File: src/rtl/store_write_buffer.sv
// store_write_buffer: posted store queue between core and data memory.
// Stores retire at once while space remains; queued entries drain in
// program order; loads are ordered against queued stores.
// Ports: clk, reset (sync, active-low); core side req/write/addr/
//   wdata/byte_en in, rdata/busy out; memory side mem_req/mem_write/
//   mem_addr/mem_wdata/mem_be out, mem_ready/mem_rdata in.
// Build option: WRITE_BUFFER_FORWARD_EN enables store-to-load forwarding.
module store_write_buffer #(
    parameter int DEPTH = 4
) (
    input  logic        clk,
    input  logic        reset,
    input  logic        req,
    input  logic        write,
    input  logic [31:0] addr,
    input  logic [31:0] wdata,
    input  logic [3:0]  byte_en,
    output logic [31:0] rdata,
    output logic        busy,
    output logic        mem_req,
    output logic        mem_write,
    output logic [31:0] mem_addr,
    output logic [31:0] mem_wdata,
    output logic [3:0]  mem_be,
    input  logic        mem_ready,
    input  logic [31:0] mem_rdata
);
    localparam int AW = (DEPTH > 1) ? $clog2(DEPTH) : 1;
    localparam int CW = AW + 1;

    typedef enum logic [1:0] {
        M_IDLE,
        M_WRITE,
        M_READ,
        M_RESP
    } state_t;

    state_t        r_state;
    logic [29:0]   r_fa [DEPTH];
    logic [31:0]   r_fd [DEPTH];
    logic [3:0]    r_fb [DEPTH];
    logic [AW-1:0] r_head;
    logic [AW-1:0] r_tail;
    logic [CW-1:0] r_count;
    logic          r_mem_req;
    logic          r_mem_write;
    logic [31:0]   r_mem_addr;
    logic [31:0]   r_mem_wdata;
    logic [3:0]    r_mem_be;
    logic [31:0]   r_rdata_q;

    logic          w_full;
    logic          w_push;
    logic          w_pop;
    logic          w_load;
    logic          w_rd_go;
    logic          w_fwd_go;
    logic          w_busy;
    logic [31:0]   w_fwd_data;
    logic [1:0]    w_unused_addr;

    assign w_unused_addr = addr[1:0];

    // Full is judged on the count at the start of the cycle, so a
    // store stalls even when a drain completes in the same cycle.
    assign w_full = (r_count == CW'(DEPTH));
    assign w_push = req & write & ~w_full;
    assign w_pop  = (r_state == M_WRITE) & mem_ready;
    assign w_load = req & ~write;

`ifdef WRITE_BUFFER_FORWARD_EN
    logic w_hit;
    logic w_hit_full;

    // Walk valid entries oldest to youngest; the last match wins.
    always_comb begin
        w_hit      = 1'b0;
        w_hit_full = 1'b0;
        w_fwd_data = '0;
        for (int j = 0; j < DEPTH; j++) begin
            if ((CW'(j) < r_count) &&
                (r_fa[AW'(r_head + AW'(j))] == addr[31:2])) begin
                w_hit      = 1'b1;
                w_hit_full = (r_fb[AW'(r_head + AW'(j))] == 4'hF);
                w_fwd_data = r_fd[AW'(r_head + AW'(j))];
            end
        end
    end

    // A partial hit starts neither path and waits for the drain.
    assign w_rd_go  = w_load & ~w_hit;
    assign w_fwd_go = w_load & w_hit & w_hit_full;
`else
    assign w_rd_go    = w_load & (r_count == '0);
    assign w_fwd_go   = 1'b0;
    assign w_fwd_data = '0;
`endif

    always_comb begin
        w_busy = 1'b0;
        if (req) begin
            w_busy = write ? w_full : (r_state != M_RESP);
        end
    end

    always_ff @(posedge clk) begin
        if (w_push) begin
            r_fa[r_tail] <= addr[31:2];
            r_fd[r_tail] <= wdata;
            r_fb[r_tail] <= byte_en;
        end
    end

    always_ff @(posedge clk) begin
        if (!reset) begin
            r_head  <= '0;
            r_tail  <= '0;
            r_count <= '0;
        end else begin
            if (w_push) r_tail <= r_tail + AW'(1);
            if (w_pop)  r_head <= r_head + AW'(1);
            if (w_push && !w_pop)
                r_count <= r_count + CW'(1);
            else if (!w_push && w_pop)
                r_count <= r_count - CW'(1);
        end
    end

    always_ff @(posedge clk) begin
        if (!reset) begin
            r_state     <= M_IDLE;
            r_mem_req   <= 1'b0;
            r_mem_write <= 1'b0;
            r_mem_addr  <= '0;
            r_mem_wdata <= '0;
            r_mem_be    <= '0;
            r_rdata_q   <= '0;
        end else begin
            case (r_state)
                M_IDLE: begin
                    if (w_rd_go) begin
                        r_state     <= M_READ;
                        r_mem_req   <= 1'b1;
                        r_mem_write <= 1'b0;
                        r_mem_addr  <= {addr[31:2], 2'b00};
                        r_mem_wdata <= '0;
                        r_mem_be    <= '0;
                    end else if (w_fwd_go) begin
                        r_state   <= M_RESP;
                        r_rdata_q <= w_fwd_data;
                    end else if (r_count != '0) begin
                        r_state     <= M_WRITE;
                        r_mem_req   <= 1'b1;
                        r_mem_write <= 1'b1;
                        r_mem_addr  <= {r_fa[r_head], 2'b00};
                        r_mem_wdata <= r_fd[r_head];
                        r_mem_be    <= r_fb[r_head];
                    end
                end
                M_WRITE: begin
                    if (mem_ready) begin
                        r_mem_req <= 1'b0;
                        r_state   <= M_IDLE;
                    end
                end
                M_READ: begin
                    if (mem_ready) begin
                        r_mem_req <= 1'b0;
                        r_rdata_q <= mem_rdata;
                        r_state   <= M_RESP;
                    end
                end
                M_RESP: r_state <= M_IDLE;
                default: r_state <= M_IDLE;
            endcase
        end
    end

    assign rdata     = r_rdata_q;
    assign busy      = w_busy;
    assign mem_req   = r_mem_req;
    assign mem_write = r_mem_write;
    assign mem_addr  = r_mem_addr;
    assign mem_wdata = r_mem_wdata;
    assign mem_be    = r_mem_be;
endmodule

File: config.mk
export PLATFORM = sky130hd
export DESIGN_NAME = store_write_buffer
export DESIGN_NICKNAME = d
export VERILOG_FILES = /design/src/rtl/store_write_buffer.sv
export SDC_FILE = /design/constraint.sdc
export NUM_CORES = 1
export LEC_CHECK = 0
export CAP_MARGIN = 20
export CORE_UTILIZATION = 45
export DETAILED_ROUTE_END_ITERATION = 12
export PLACE_DENSITY_LB_ADDON = 0.1
export SLEW_MARGIN = 15
export SYNTH_ARGS = -nofsm -noshare
export SYNTH_HDL_FRONTEND = slang
export SYNTH_SLANG_ARGS = --single-unit
File: constraint.sdc
create_clock -name clk -period 3.32 [get_ports clk]
set_input_delay 0.498 -clock clk [delete_from_list [all_inputs] [get_ports clk]]
set_output_delay 0.498 -clock clk [all_outputs]
set_load 0.01 [all_outputs]
==> summary.md <==
| Metric | Value |
|---|---|
| Outcome | `complete, no violations` |
| Die width | `178.5 um` |
| IO Port Bufs | `203` |
| Routed WL | `between 20000 and 30000 um` |
| Post-CTS sizing | `0` |
| Total GRT Usage | `a little under a fifth` |
| Post-synthesis compound-gate area fraction | `under 10%` |
| Switch share | `27.32%` |
| CTS sink count | `between 300 and 400` |
| Crit start category | `flop` |
| Mapped Cells | `860` |
| IO Count | `about 210` |
| Routability Congestion | `around 0.7` |
| Final worst path period share | `around 74%` |
| Post-Synth Simple-Gate Area | `5.435%` |
| Num rows | `between 60 and 70` |
| Worst-path clk slew | `0.06 ns` |
| Die ar. | `between 0.03 and 0.04 mm^2` |
| Worst Reg-to-Reg Cells | `8` |
| Max Clk Rate | `slightly above 0.4 GHz` |
| Setup TNS | `0 ns` |
| DP Area | `between 0.015 and 0.02 mm^2` |
| Total grt overflow | `0` |
| WHS Endpoint | `rdata[31]$_SDFFE_PN0P_` |
| Number of global-route vias before repair | `just under 8k` |
| Slowest stage delay, CP | `0.55 ns` |
| Die Span Y | `about 180 um` |
| CTS root buf | `clkbuf_16` |
| # DRC | `0` |
| Final min period | `around 2.4 ns` |
| Clk pwr share | `roughly a third` |
| Peak ir drop on the vdd network | `roughly 0.00071 V` |
| Number of enable flip-flop cells after synthesis | `approximately 260` |
| Endpoints failing hold | `0` |
| Mapped Area | `around 0.014 mm^2` |
| Max-slew violations | `0` |
| CTS tree | `built` |
| LEAKAGE | `5.855 nW` |
| Final net count | `around 1.2k` |
| Synth top cells by count | `264 x edfxtp_1, 111 x dfxtp_1, 99 x nand2_1` |
| Hold path depth | `2` |
| Slowest CP cell | `clkdlybuf4s50_1` |
| Sequential area share after synthesis | `between 70 and 80%` |
| CP startpoint | `r_count[0]$_SDFFE_PN0P_` |
| Final setup skew | `between 0.008 and 0.009 ns` |
| Slew headroom | `around 56%` |
| Fraction of layout cells with a size suffix above 1 | `between 10 and 15%` |
| DR iter-0 viols | `555` |
| Per-cell routed wire length | `~20 um` |
| H-tree Lvls | `2` |
| Yosys warnings | `0` |
| Largest net degree at the start of global routing | `89` |
| Register-to-register setup slack | `a little over 1 ns` |
| Largest family of logic cells by synthesized area | `multiplexers` |
| Internal Power | `approximately 9.6 mW` |
| Drt first pass iters | `5` |
| PD cells | `746.1 mW/mm^2` |
| Max Cap Violations | `0` |
| Remaining antenna violation count | `0` |
| Worst-path fanout max | `5` |
| Cell family with most CP delay | `buffers and inverters` |
| Core ar. | `0.03059 mm^2` |
| Detailed placement HPWL | `~17000 um` |
| Post-CTS repair timing setup buffer count | `0` |
| Synth async-reset ratio | `0%` |
| Setup crit end kind | `output port` |
| Top FF cell, synth | `edfxtp_1` |
| Final setup violation count | `0` |
| First-pass GRT wire length | `between 40000 and 50000 um` |
| Syn Area/Cell | `~16 um^2` |
| Hold Startpoint | `rdata[31]$_SDFFE_PN0P_` |
| Antenna violations before repair | `1` |
| Data required, critical path | `roughly 2.8 ns` |
| Vias per inst | `5.315` |
| CP Class | `flop to output port` |
| Synth Area in Adders | `1.035%` |
| Min-Delay Path Class | `flop to flop` |
| Worst Path Arrival | `between 1.5 and 2 ns` |
| R2R Path Start | `r_count[0]$_SDFFE_PN0P_` |
| Clock buffer depth | `3` |
| Total CTS buffers | `40` |
| Top-area cell type share of the netlist area | `a little under three fifths` |
| Sw power | `3.623 mW` |
| CTS Hold Bufs | `0` |
| Synth top area cells | `edfxtp_1 57%, dfxtp_1 16%, mux4_2 11%` |
| Worst-margin pin slew | `between 0.6 and 0.7 ns` |
| P&R area growth vs syn | `26.77%` |
| Synthesis-stage register bit count | `approximately 380` |
| Vias | `slightly below 8k` |
| Cell area after layout | `~0.018 mm^2` |
| Combinational Power Share | `24.0%` |
| Reg-to-reg endpoint | `r_count[2]$_SDFFE_PN0P_` |
| Most frequent cell after synthesis | `edfxtp_1` |
| Post-Synth XOR/XNOR Area | `less than 1%` |
| Clk_lat worst skew | `0.51 ns` |
| Reg power frac | `around 44%` |
| WP buf/inv | `1` |
| RSZ-0062 raised after global routing | `no` |
| Mux cell area share after synthesis | `10.75%` |
| Cell taking the most area after synthesis | `edfxtp_1` |
| Initial Util | `between 40% and 50%` |
| Fillers | `~2.4k` |
| Crit-path cells | `nor2_1 > nand3_1 > o21ai_0 > and2_1 > clkdlybuf4s50_1` |
| Netlist cell types | `36` |
-- routing by layer --
layer,vias up,global-route usage (%),share of wire (%)
met3,43,4.241,7.0
met5,-,0,0
li1,3690,-,-
met4,0,4.308,1.6
met2,242,30.30,47
met1,3981,26.52,45
-- flip-flops by register name (all words and copies together) (netlist names), named ones only --
name	cells
r_fd	128
r_fa	120
mem_wdata	32
rdata	32
mem_addr	30
r_fb	16
mem_be	4
r_count	3
r_head	2
r_state	2
r_tail	2
mem_req	1
mem_write	1
-- layout by cell type, fill, tap and decap left out, drive strengths merged, types with 12 or more instances in the layout --
master | synthesis | layout
clkdlybuf4s50 | 0 | 202
dfxtp | 111 | 111
a21boi | 34 | 34
nor2b | 41 | 41
a22oi | 36 | 36
nand2 | 99 | 99
mux4 | 66 | 66
and2 | 12 | 12
buf | 30 | 21
clkinv | 0 | 12
edfxtp | 264 | 264
a21oi | 64 | 64
o21ai | 36 | 36
clkbuf | 26 | 58
-- through the flow --
step / instances / hold slack, ns / power [mW] / util (%) / setup slack (ns)
floorplan: 861 / 0.4876 / 7.772 / - / 0.5067
global placement: 1424 / 0.4506 / 9.083 / 53.89 / 0.5206
detailed placement: 1424 / 0.4569 / 9.125 / 53.89 / 0.4976
CTS: 1496 / 0.4482 / 13.45 / 58.09 / 0.8422
global route: 1496 / 0.4741 / 13.94 / 58.09 / 0.7168
finish: 1497 / 0.4604 / 13.26 / 58.10 / 0.8717
-- cells by family (layout without fill, tap and decap cells) --
kind of cell	after synthesis	in the layout
AO/OA/AOI/OAI	175	175
XOR/XNOR	5	5
adder cells (fa/ha/maj)	11	11
buffers and inverters	62	301
flip-flops	375	375
multiplexers	68	68
other	1	3
AND/OR/NAND/NOR	163	163
-- final cells by class --
class | count | area, um^2 | area share, %
diodes | 1 | 2.502 | 0.01408
inverters | 6 | 22.52 | 0.1267
flip-flops and latches | 375 | 10150 | 57.13
clock buffers | 58 | 1170 | 6.582
well taps | 396 | 495.5 | 2.788
clock inverters | 14 | 115.1 | 0.6477
multi-input cells | 424 | 3561 | 20.04
repair buffers | 223 | 2252 | 12.67
-- power by group through the flow --
stage / Sequential, mW / Clock, mW / Combinational (mW)
2_1_floorplan: 5.98 / 0 / 1.79
3_3_place_gp: 5.90 / 0 / 3.19
3_5_place_dp: 5.90 / 0 / 3.22
4_1_cts: 5.81 / 4.40 / 3.24
5_1_grt: 5.87 / 4.57 / 3.49
6_report: 5.80 / 4.28 / 3.18
-- how the worst max path moves through the flow --
stage                              end  slack, ns  depth (start not counted)
2_1_floorplan     r_fa[0][0]$_DFFE_PP_       0.51                          3
3_3_place_gp   r_count[2]$_SDFFE_PN0P_       0.52                          9
3_5_place_dp   r_count[2]$_SDFFE_PN0P_       0.50                          9
4_1_cts                           busy       0.84                          5
5_1_grt                           busy       0.72                          5
6_report                          busy       0.87                          5
-- worst reg2reg max path, stage by stage (launching register included) --
cell and delay, ns:
dfxtp_1 0.45, nor2_1 0.12, a21oi_2 0.35, ha_1 0.25
inv_1 0.06, fa_1 0.37, xor2_1 0.17, or3_1 0.30
a21boi_0 0.16
Power figures use the tool's default switching activity.
